===== config.mk =====
export PLATFORM = sky130hd
export DESIGN_NAME = stage_execute_mc
export DESIGN_NICKNAME = d
export VERILOG_FILES = /design/src/rtl/stage_execute_mc.sv
export SDC_FILE = /design/constraint.sdc
export NUM_CORES = 2
export LEC_CHECK = 0
export ABC_AREA = 1
export ABC_CLOCK_PERIOD_IN_PS = 4800
export CAP_MARGIN = 10
export CORE_ASPECT_RATIO = 1.75
export CORE_MARGIN = 2
export CORE_UTILIZATION = 61
export CTS_BUF_LIST = sky130_fd_sc_hd__clkbuf_2 sky130_fd_sc_hd__clkbuf_4 sky130_fd_sc_hd__clkbuf_8
export CTS_CLUSTER_DIAMETER = 200
export CTS_CLUSTER_SIZE = 8
export DETAILED_ROUTE_END_ITERATION = 6
export HOLD_SLACK_MARGIN = 0.03
export PLACE_DENSITY = 0.85
export SYNTH_ARGS = -nofsm -noshare
export SYNTH_HDL_FRONTEND = slang
export SYNTH_SLANG_ARGS = --single-unit

===== constraint.sdc =====
create_clock -name clock -period 4.8 [get_ports clock]
set_input_delay 0.48 -clock clock [delete_from_list [all_inputs] [get_ports clock]]
set_output_delay 0.48 -clock clock [all_outputs]
set_load 0.05 [all_outputs]

===== src/rtl/stage_execute_mc.sv =====
// Execute stage: single-cycle ALU/branch resolution plus an iterative mul/div unit
// that stalls the front end until its result is ready.
module stage_execute_mc #(
  parameter int unsigned WIDTH       = 32,
  parameter int unsigned TARGET_BITS = 27
) (
  input  logic             clock,
  input  logic             reset,
  input  logic             in_valid,
  input  logic             flush,
  input  logic [31:0]      insn,
  input  logic [WIDTH-1:0] regA,
  input  logic [WIDTH-1:0] regB,
  input  logic [WIDTH-1:0] pc,
  input  logic [1:0]       bypass_sel_A,
  input  logic [1:0]       bypass_sel_B,
  input  logic [WIDTH-1:0] xm_data,
  input  logic [WIDTH-1:0] wb_data,
  output logic [WIDTH-1:0] o_out,
  output logic [WIDTH-1:0] b_out,
  output logic             out_valid,
  output logic             stall,
  output logic             take_branch,
  output logic [WIDTH-1:0] pc_target,
  output logic             write_exception
);

  localparam int unsigned CntW = $clog2(WIDTH);

  typedef enum logic [1:0] {StIdle, StBusy, StDone} state_e;

  state_e            state_q, state_d;
  logic [CntW-1:0]   cnt_q, cnt_d;
  logic [WIDTH-1:0]  hi_q, hi_d, lo_q, lo_d, opnd_q, opnd_d;
  logic              neg_q, neg_d, div_q, div_d, dexc_q, dexc_d;

  // Decode
  logic [4:0] opcode, alu_op, shamt;
  logic is_r, is_addi, is_sw, is_lw, is_bne, is_blt, is_j, is_jal, is_jr, is_bex, is_setx;
  logic is_mul, is_div, is_muldiv;

  assign opcode    = insn[31:27];
  assign alu_op    = insn[6:2];
  assign shamt     = insn[11:7];
  assign is_r      = (opcode == 5'b00000);
  assign is_addi   = (opcode == 5'b00101);
  assign is_sw     = (opcode == 5'b00111);
  assign is_lw     = (opcode == 5'b01000);
  assign is_bne    = (opcode == 5'b00010);
  assign is_blt    = (opcode == 5'b00110);
  assign is_j      = (opcode == 5'b00001);
  assign is_jal    = (opcode == 5'b00011);
  assign is_jr     = (opcode == 5'b00100);
  assign is_bex    = (opcode == 5'b10110);
  assign is_setx   = (opcode == 5'b10101);
  assign is_mul    = is_r && (alu_op == 5'b00110);
  assign is_div    = is_r && (alu_op == 5'b00111);
  assign is_muldiv = is_mul || is_div;

  logic [WIDTH-1:0] imm_ext, jump_pc, a_eff, b_eff, alu_b;

  assign imm_ext = {{(WIDTH-17){insn[16]}}, insn[16:0]};
  assign jump_pc = {pc[WIDTH-1:TARGET_BITS], insn[TARGET_BITS-1:0]};

  // M->X forwarding takes priority over W->X
  assign a_eff = bypass_sel_A[1] ? xm_data : (bypass_sel_A[0] ? wb_data : regA);
  assign b_eff = bypass_sel_B[1] ? xm_data : (bypass_sel_B[0] ? wb_data : regB);
  assign alu_b = (is_addi || is_lw || is_sw) ? imm_ext : (is_bex ? '0 : b_eff);

  // Single-cycle ALU
  logic [WIDTH-1:0] sum, diff, alu_res, sc_out;
  logic             add_ovf, sub_ovf, alu_exc;
  logic [WIDTH-1:0] alu_code;

  assign sum     = a_eff + alu_b;
  assign diff    = a_eff - b_eff;
  assign add_ovf = (a_eff[WIDTH-1] == alu_b[WIDTH-1]) && (sum[WIDTH-1] != a_eff[WIDTH-1]);
  assign sub_ovf = (a_eff[WIDTH-1] != b_eff[WIDTH-1]) && (diff[WIDTH-1] != a_eff[WIDTH-1]);

  always_comb begin
    alu_res  = sum;
    alu_exc  = 1'b0;
    alu_code = '0;
    if (is_r) begin
      unique case (alu_op)
        5'b00000: begin alu_res = sum;  alu_exc = add_ovf; alu_code = WIDTH'(1); end
        5'b00001: begin alu_res = diff; alu_exc = sub_ovf; alu_code = WIDTH'(3); end
        5'b00010: alu_res = a_eff & b_eff;
        5'b00011: alu_res = a_eff | b_eff;
        5'b00100: alu_res = a_eff << shamt;
        5'b00101: alu_res = $signed(a_eff) >>> shamt;
        default:  alu_res = '0;
      endcase
    end else if (is_addi) begin
      alu_exc  = add_ovf;
      alu_code = WIDTH'(2);
    end
  end

  always_comb begin
    if (is_jal)       sc_out = pc;
    else if (alu_exc) sc_out = alu_code;
    else if (is_setx) sc_out = jump_pc;
    else              sc_out = alu_res;
  end

  // Branch resolution
  logic             br_cond;
  logic [WIDTH-1:0] br_target;

  assign br_cond = (is_bne && (a_eff != b_eff)) ||
                   (is_blt && ($signed(a_eff) > $signed(b_eff))) ||
                   (is_bex && (b_eff != '0)) ||
                   is_j || is_jal || is_jr;
  assign br_target = (is_bne || is_blt) ? (pc + imm_ext) : (is_jr ? b_eff : jump_pc);

  // Iterative unit: magnitudes in, sign re-applied at the end
  logic [WIDTH-1:0] a_abs, b_abs, md_mag, md_res, md_code;
  logic [WIDTH:0]   mul_sum, div_shift, div_trial;
  logic             div0, div_min, mul_ovf, md_exc;

  assign a_abs     = a_eff[WIDTH-1] ? -a_eff : a_eff;
  assign b_abs     = b_eff[WIDTH-1] ? -b_eff : b_eff;
  assign div0      = (b_eff == '0);
  assign div_min   = (a_eff == {1'b1, {(WIDTH-1){1'b0}}}) && (b_eff == '1);
  assign mul_sum   = {1'b0, hi_q} + (lo_q[0] ? {1'b0, opnd_q} : '0);
  assign div_shift = {hi_q, lo_q[WIDTH-1]};
  assign div_trial = div_shift - {1'b0, opnd_q};

  // A negative product may reach magnitude 2^(WIDTH-1); a positive one may not
  assign mul_ovf = (hi_q != '0) ||
                   (lo_q[WIDTH-1] && (!neg_q || (lo_q[WIDTH-2:0] != '0)));
  assign md_mag  = (div_q && dexc_q) ? '0 : lo_q;
  assign md_res  = neg_q ? -md_mag : md_mag;
  assign md_exc  = div_q ? dexc_q : mul_ovf;
  assign md_code = div_q ? WIDTH'(5) : WIDTH'(4);

  logic             stall_c, ov_c, tb_c, exc_c;
  logic [WIDTH-1:0] o_c;

  always_comb begin
    state_d = state_q;
    cnt_d   = cnt_q;
    hi_d    = hi_q;
    lo_d    = lo_q;
    opnd_d  = opnd_q;
    neg_d   = neg_q;
    div_d   = div_q;
    dexc_d  = dexc_q;
    stall_c = 1'b0;
    ov_c    = 1'b0;
    tb_c    = 1'b0;
    exc_c   = 1'b0;
    o_c     = '0;
    unique case (state_q)
      StIdle: begin
        o_c   = sc_out;
        exc_c = alu_exc;
        if (in_valid && is_muldiv && !flush) begin
          stall_c = 1'b1;
          state_d = StBusy;
          cnt_d   = '0;
          hi_d    = '0;
          lo_d    = is_mul ? b_abs : a_abs;
          opnd_d  = is_mul ? a_abs : b_abs;
          neg_d   = a_eff[WIDTH-1] ^ b_eff[WIDTH-1];
          div_d   = is_div;
          dexc_d  = is_div && (div0 || div_min);
        end else begin
          ov_c = in_valid && !flush;
          tb_c = in_valid && !flush && br_cond;
        end
      end
      StBusy: begin
        stall_c = 1'b1;
        cnt_d   = cnt_q + CntW'(1);
        if (div_q) begin
          hi_d = div_trial[WIDTH] ? div_shift[WIDTH-1:0] : div_trial[WIDTH-1:0];
          lo_d = {lo_q[WIDTH-2:0], ~div_trial[WIDTH]};
        end else begin
          hi_d = mul_sum[WIDTH:1];
          lo_d = {mul_sum[0], lo_q[WIDTH-1:1]};
        end
        if (flush)                          state_d = StIdle;
        else if (cnt_q == CntW'(WIDTH - 1)) state_d = StDone;
      end
      StDone: begin
        ov_c    = !flush;
        exc_c   = md_exc;
        o_c     = md_exc ? md_code : md_res;
        state_d = StIdle;
      end
      default: state_d = StIdle;
    endcase
  end

  always_ff @(posedge clock or negedge reset) begin
    if (!reset) begin
      state_q <= StIdle;
      cnt_q   <= '0;
      hi_q    <= '0;
      lo_q    <= '0;
      opnd_q  <= '0;
      neg_q   <= 1'b0;
      div_q   <= 1'b0;
      dexc_q  <= 1'b0;
    end else begin
      state_q <= state_d;
      cnt_q   <= cnt_d;
      hi_q    <= hi_d;
      lo_q    <= lo_d;
      opnd_q  <= opnd_d;
      neg_q   <= neg_d;
      div_q   <= div_d;
      dexc_q  <= dexc_d;
    end
  end

  // Outputs are forced low while reset is held, independent of the clock
  assign o_out           = reset ? o_c : '0;
  assign b_out           = reset ? b_eff : '0;
  assign out_valid       = reset && ov_c;
  assign stall           = reset && stall_c;
  assign take_branch     = reset && tb_c;
  assign pc_target       = reset ? br_target : '0;
  assign write_exception = reset && exc_c && ov_c;

endmodule


==> results of run 1 <==
## metrics by stage
step           TNS [ps]  hold WS, ps
2_1_floorplan         0          184
3_3_place_gp     -15570          488
3_5_place_dp     -18520          501
4_1_cts           -9.36          172
## Yosys cell counts, types with 8 or more instances
cell,number,share of area (%)
nand2_1,1373,18
nand3_1,720,13
inv_1,549,7.3
nor2_1,455,6.0
a21oi_1,390,6.9
o21ai_0,357,6.3
ha_1,229,10
clkbuf_1,149,2.0
dfrtp_1,106,9.4
xor2_1,104,3.2
o211ai_1,84,2.2
nor3_1,69,1.2
nand4_1,67,1.5
or2_2,44,0.97
buf_2,36,0.64
o21ai_1,36,0.64
buf_1,31,0.41
nor4_1,30,0.66
xnor2_1,29,0.90
a31oi_1,28,0.62
o21bai_1,24,0.64
inv_2,23,0.31
o21ai_2,21,0.65
nand2_2,20,0.44
nand3b_1,18,0.48
nor2_2,14,0.31
o21a_1,14,0.37
o22ai_1,14,0.31
a21o_1,11,0.29
buf_6,11,0.44
nand3_2,11,0.39
o31ai_1,10,0.27
a21boi_0,8,0.21
a22oi_1,8,0.21
buf_4,8,0.21
clkinv_1,8,0.11
## what timing repair did
| action | in CTS |
|---|---|
| resized for setup | 209 |
| endpoints found under the setup margin | 34 |
| pin swaps | 42 |
| buffers inserted | 31 |
| cloned | 2 |
## logic make-up after synthesis
kind of cell	count (synthesis)
adder cells (fa/ha/maj)	234
buffers and inverters	815
AND/OR/NAND/NOR	2844
flip-flops	106
AO/OA/AOI/OAI	1040
XOR/XNOR	134
## layer usage
| metal | overflow | global-route usage (%) |
|---|---|---|
| met1 | 16 | 76.9 |
| met2 | 1108 | 104 |
| met3 | 13 | 65.4 |
| met4 | 426 | 88.9 |
| met5 | 4 | 32.3 |
==> results.md, run 1 <==
* # IOs at 300
* Area share of fa/ha/maj cells after synthesis at 10.5%
* Placed Cells at around 6400
* Xor/xnor share of the synthesized area at under 10%
* Max Root-Sink Buffers at 2
* Placed Area at between 30000 and 40000 um^2
* Ys Warns at 0
* Register bit total from synthesis at 106
* Yosys cell types at 61
* Port Buffers at between 200 and 300
* Status: stopped before the end
* Synth Area in Compound Gates at a little over a fifth
* Die W at roughly 170 um
* Final RePlAce weighted congestion at between 1.5 and 2
* Post-Syn Area at 28300 um^2
* Grt ovf at ~1600
* Main combinational cell family by area after synthesis: simple AND/OR/NAND/NOR gates
* Vias in the first global route at 47800
* Worst slack, placed at -912 ps
* Largest net degree at the start of global routing at approximately 130
* Initial Utilization at about three fifths
* Ys flop type: dfrtp_1
* Syn_area_per_cell at roughly 5.5 um^2
* Root Driver: clkbuf_8
* Hpwl dp at ~130 mm
* First-pass GRT wire length at 313 mm
* Clock sink total at around 110
* Total track usage at 82.4%
* Syn nets at between 5000 and 6000
* Simple-gate share of the synthesized area at about 44%
* Asr flop ratio synth at 100%
* Hold_buf cts at 0
* Number of synthesized flops with an enable pin at 0
* Stopping stage: global routing
* Die Y at around 290 um
* Tool error message: [ERROR GRT-0116] Global routing finished with congestion. Check the congestion regions in the DRC Viewer.
* Post-Synthesis Cells at 5173
* Mux contribution to synthesized area at 0%
* H-tree Lvls at 3
* Site Rows at about 100
* Seq/Total Area, Yosys at around a tenth
* Inserted Clock Buffers at 9
==> inputs of run 2 (changes only) <==
CORE_ASPECT_RATIO = not set   (was 1.75)
CORE_UTILIZATION = 40   (was 61)
CTS_BUF_LIST = not set   (was sky130_fd_sc_hd__clkbuf_2 sky130_fd_sc_hd__clkbuf_4 sky130_fd_sc_hd__clkbuf_8)
CTS_CLUSTER_DIAMETER = not set   (was 200)
CTS_CLUSTER_SIZE = not set   (was 8)
HOLD_SLACK_MARGIN = not set   (was 0.03)
PLACE_DENSITY = not set   (was 0.85)
PLACE_DENSITY_LB_ADDON = 0.15   (was not set)
==> run 2 against run 1 <==
  * Synthesized cell count unchanged
  * The flow now finishes, with violations (DRC)
  * Area after synthesis stayed put
==> results.md, run 2 <==
* Die Area at 72800 um^2
* Post-Syn Area at ~28000 um^2
* Vias at approximately 42000
* CP endpoint: o_out[2]
* Hold Vio Cnt, Final at 0
* Most frequent cells in the layout: nand2_1 (1287), buf_4 (759), nand3_1 (669)
* H-tree Lvls at 3
* Worst slack, placed at -819 ps
* First DRT Iteration DRCs at approximately 6000
* Max Clock Freq at around 210 MHz
* Min Tclk post-route at roughly 4800 ps
* Regs by FF count: hi_q: 32 flops, lo_q: 32 flops, opnd_q: 32 flops
* Filler cell count at approximately 7000
* Initial Utilization at between 40% and 50%
* Top cell family by delay on the critical path: buffers and inverters
* Worst EP arrival at 4290 ps
* Post-Synthesis Cells at ~5200
* Fin worst setup slack at 26.2 ps
* Leak pwr at 20.6 nW
* Reg2reg start: lo_q[31]
* Worst-path clk slew at around 90 ps
* Max Root-Sink Buffers at 2
* Skew-Pair Late Insertion Delay at roughly 390 ps
* Die W at about 270 um
* Root Driver: clkbuf_16
* Port Buffers at 299
* Skew final at between 15 and 20 ps
* Cell taking the most area after synthesis: nand2_1
* Yosys top cell area share at 18.2%
* Asr flop ratio synth at between 90% and 100%
* DRC at 6
* WL final at about 180 mm
* Slew Limit Fails at 0
* Wire per inst at 26.3 um
* Site Rows at a little under 100
* Setup TNS Final at 0 ps
* Drt first pass iters at 7
* Peak supply drop at around 0.2 mV
* Commonest non-fill, non-tap cell in the layout: nand2_1
* Ys flop type: dfrtp_1
* Critical Path Fanout Max at 9
* Final setup fails at 0
* Initial antenna violation count at 8
* Worst R2R Setup Slack at approximately 800 ps
* Crit path depth at 26
* R2r endpoint: lo_q[0]
* Number of synthesized flops with an enable pin at 0
* RSZ-0062 raised after global routing: true
* Layout cells sized above 1 at a little under a quarter
* Slowest-stage cell, CP: ha_1
* Synth area leaders: nand2_1 (18%), nand3_1 (13%), ha_1 (10%)
* Final RePlAce weighted congestion at 1.21
* Vias in the first global route at around 38000
* Power Density at 228 nW/um^2
* CTS tree: done
* Hold_ws at between 500 and 600 ps
* Total Power at about 9.3 mW
* P&R area growth vs syn at 45.0%
* Worst Reg-to-Reg Cells at 20
* Inserted Clock Buffers at 9
* Syn nets at 5607
* Min-Delay Path Class: flop to flop
* # IOs at 300
* Die Y at ~270 um
* Setup crit start kind: input pin
* Register bit total from synthesis at about 110
* Failing checks: DRC
* Critical Path RT at roughly 4300 ps
* Crit-path max cell delay at 350 ps
* Fin crit share at between 90% and 100%
* Most frequent cell after synthesis: nand2_1
* Core area at 70000 um^2
* Grt ovf at 0
* Max cap viols at 0
* Yosys cell types at 61
* Syn_area_per_cell at between 5 and 6 um^2
* Seq/Total Area, Yosys at under 10%
* Hpwl dp at about 150 mm
* Worst slew margin at between 20 and 30%
* Worst setup path startpoint: bypass_sel_A[0]
* Status: finished with violations
* CP bufs+invs at 9
* Worst-Margin Slew at between 1000 and 1500 ps
* First-pass GRT wire length at around 260 mm
* Clock sink total at between 100 and 150
* Critical setup path kind: input pin to output port
* Critical Path Most Common Cell: nand2_1
* ANT nets after route at 0
* Vias per inst at ~6
* Crit. End Element: output port
* Total track usage at between 40% and 50%
* Ys Warns at 0
* Final net count at 6488
* Commonest cells post-synth: nand2_1 (1373), nand3_1 (720), inv_1 (549), nor2_1 (455), a21oi_1 (390)
* Largest net degree at the start of global routing at 70
run 2: what timing repair did:
action	in CTS	in global routing
hold endpoints to repair	8	0
setup buffers	37	35
resized for setup	305	300
endpoints found under the setup margin	34	37
pin swaps	58	84
gates cloned	4	6
hold buffers	1	0
run 2: stage by stage:
step | area (um^2) | cells | util (%)
2_1_floorplan | 28300 | 5173 | -
3_3_place_gp | 37800 | 6902 | 54.0
3_5_place_dp | 37800 | 6902 | 54.0
4_1_cts | 39500 | 6959 | 56.4
5_1_grt | 41000 | 6999 | 58.5
6_report | 41000 | 7002 | 58.5
run 2: kinds of logic after synthesis:
group,Yosys count,share of synthesized area [%]
XOR/XNOR,134,4.18
adder cells (fa/ha/maj),234,10.5
AO/OA/AOI/OAI,1040,20.9
buffers and inverters,815,11.4
AND/OR/NAND/NOR,2844,43.7
flip-flops,106,9.38
run 2: power by group:
part | switching, mW | total [mW] | internal [mW]
clock | 0.400 | 0.765 | 0.365
sequential | 0.146 | 1.14 | 0.996
combinational | 4.53 | 7.43 | 2.90
run 2: worst reg2reg max path, stage by stage (launching register included):
cell and delay (ps):
dfrtp_1 430, inv_1 150, ha_1 170, inv_1 60, fa_1 410, nand3_1 90, nand2_1 80, nand2_1 70
nand3_1 200, nand2_1 120, nand2_1 170, a21boi_1 280, o21ai_1 230, nand3_1 220, nand2_1 100, nand2_1 100
nand2_2 130, nor2_1 140, clkinv_1 430, o211ai_1 260, a21oi_1 90
run 2: metal layers:
metal,vias up,GRT usage (%),wire (um)
li1,19100,-,-
met1,19500,61.1,70900
met2,2824,72.8,76600
met3,663,10.8,21600
met4,18,29.9,14600
met5,-,0,138
run 2: cell type report:
type                    instances  area [um^2]  area share (%)
repair inverters                1         7.51          0.0183
inverters                     580         2220            5.42
diodes                          3         7.51          0.0183
well taps                     940         1180            2.87
multi-input cells            4252        24400            59.4
clock inverters                 6         56.3           0.137
repair buffers               1104        10300            25.1
clock buffers                  10          229           0.559
flip-flops and latches        106         2660            6.48
run 2: worst min-delay path by stage:
| stage | slack, ps | to | from | cells past startpoint |
|---|---|---|---|---|
| 2_1_floorplan | 180 | cnt_q[0] | reset | 0 |
| 3_3_place_gp | 380 | lo_q[23] | reset | 1 |
| 3_5_place_dp | 390 | lo_q[23] | reset | 1 |
| 4_1_cts | 510 | cnt_q[0] | cnt_q[0] | 1 |
| 5_1_grt | 550 | cnt_q[0] | cnt_q[0] | 1 |
| 6_report | 510 | cnt_q[0] | cnt_q[0] | 1 |
(Power assumes the default switching activity.)
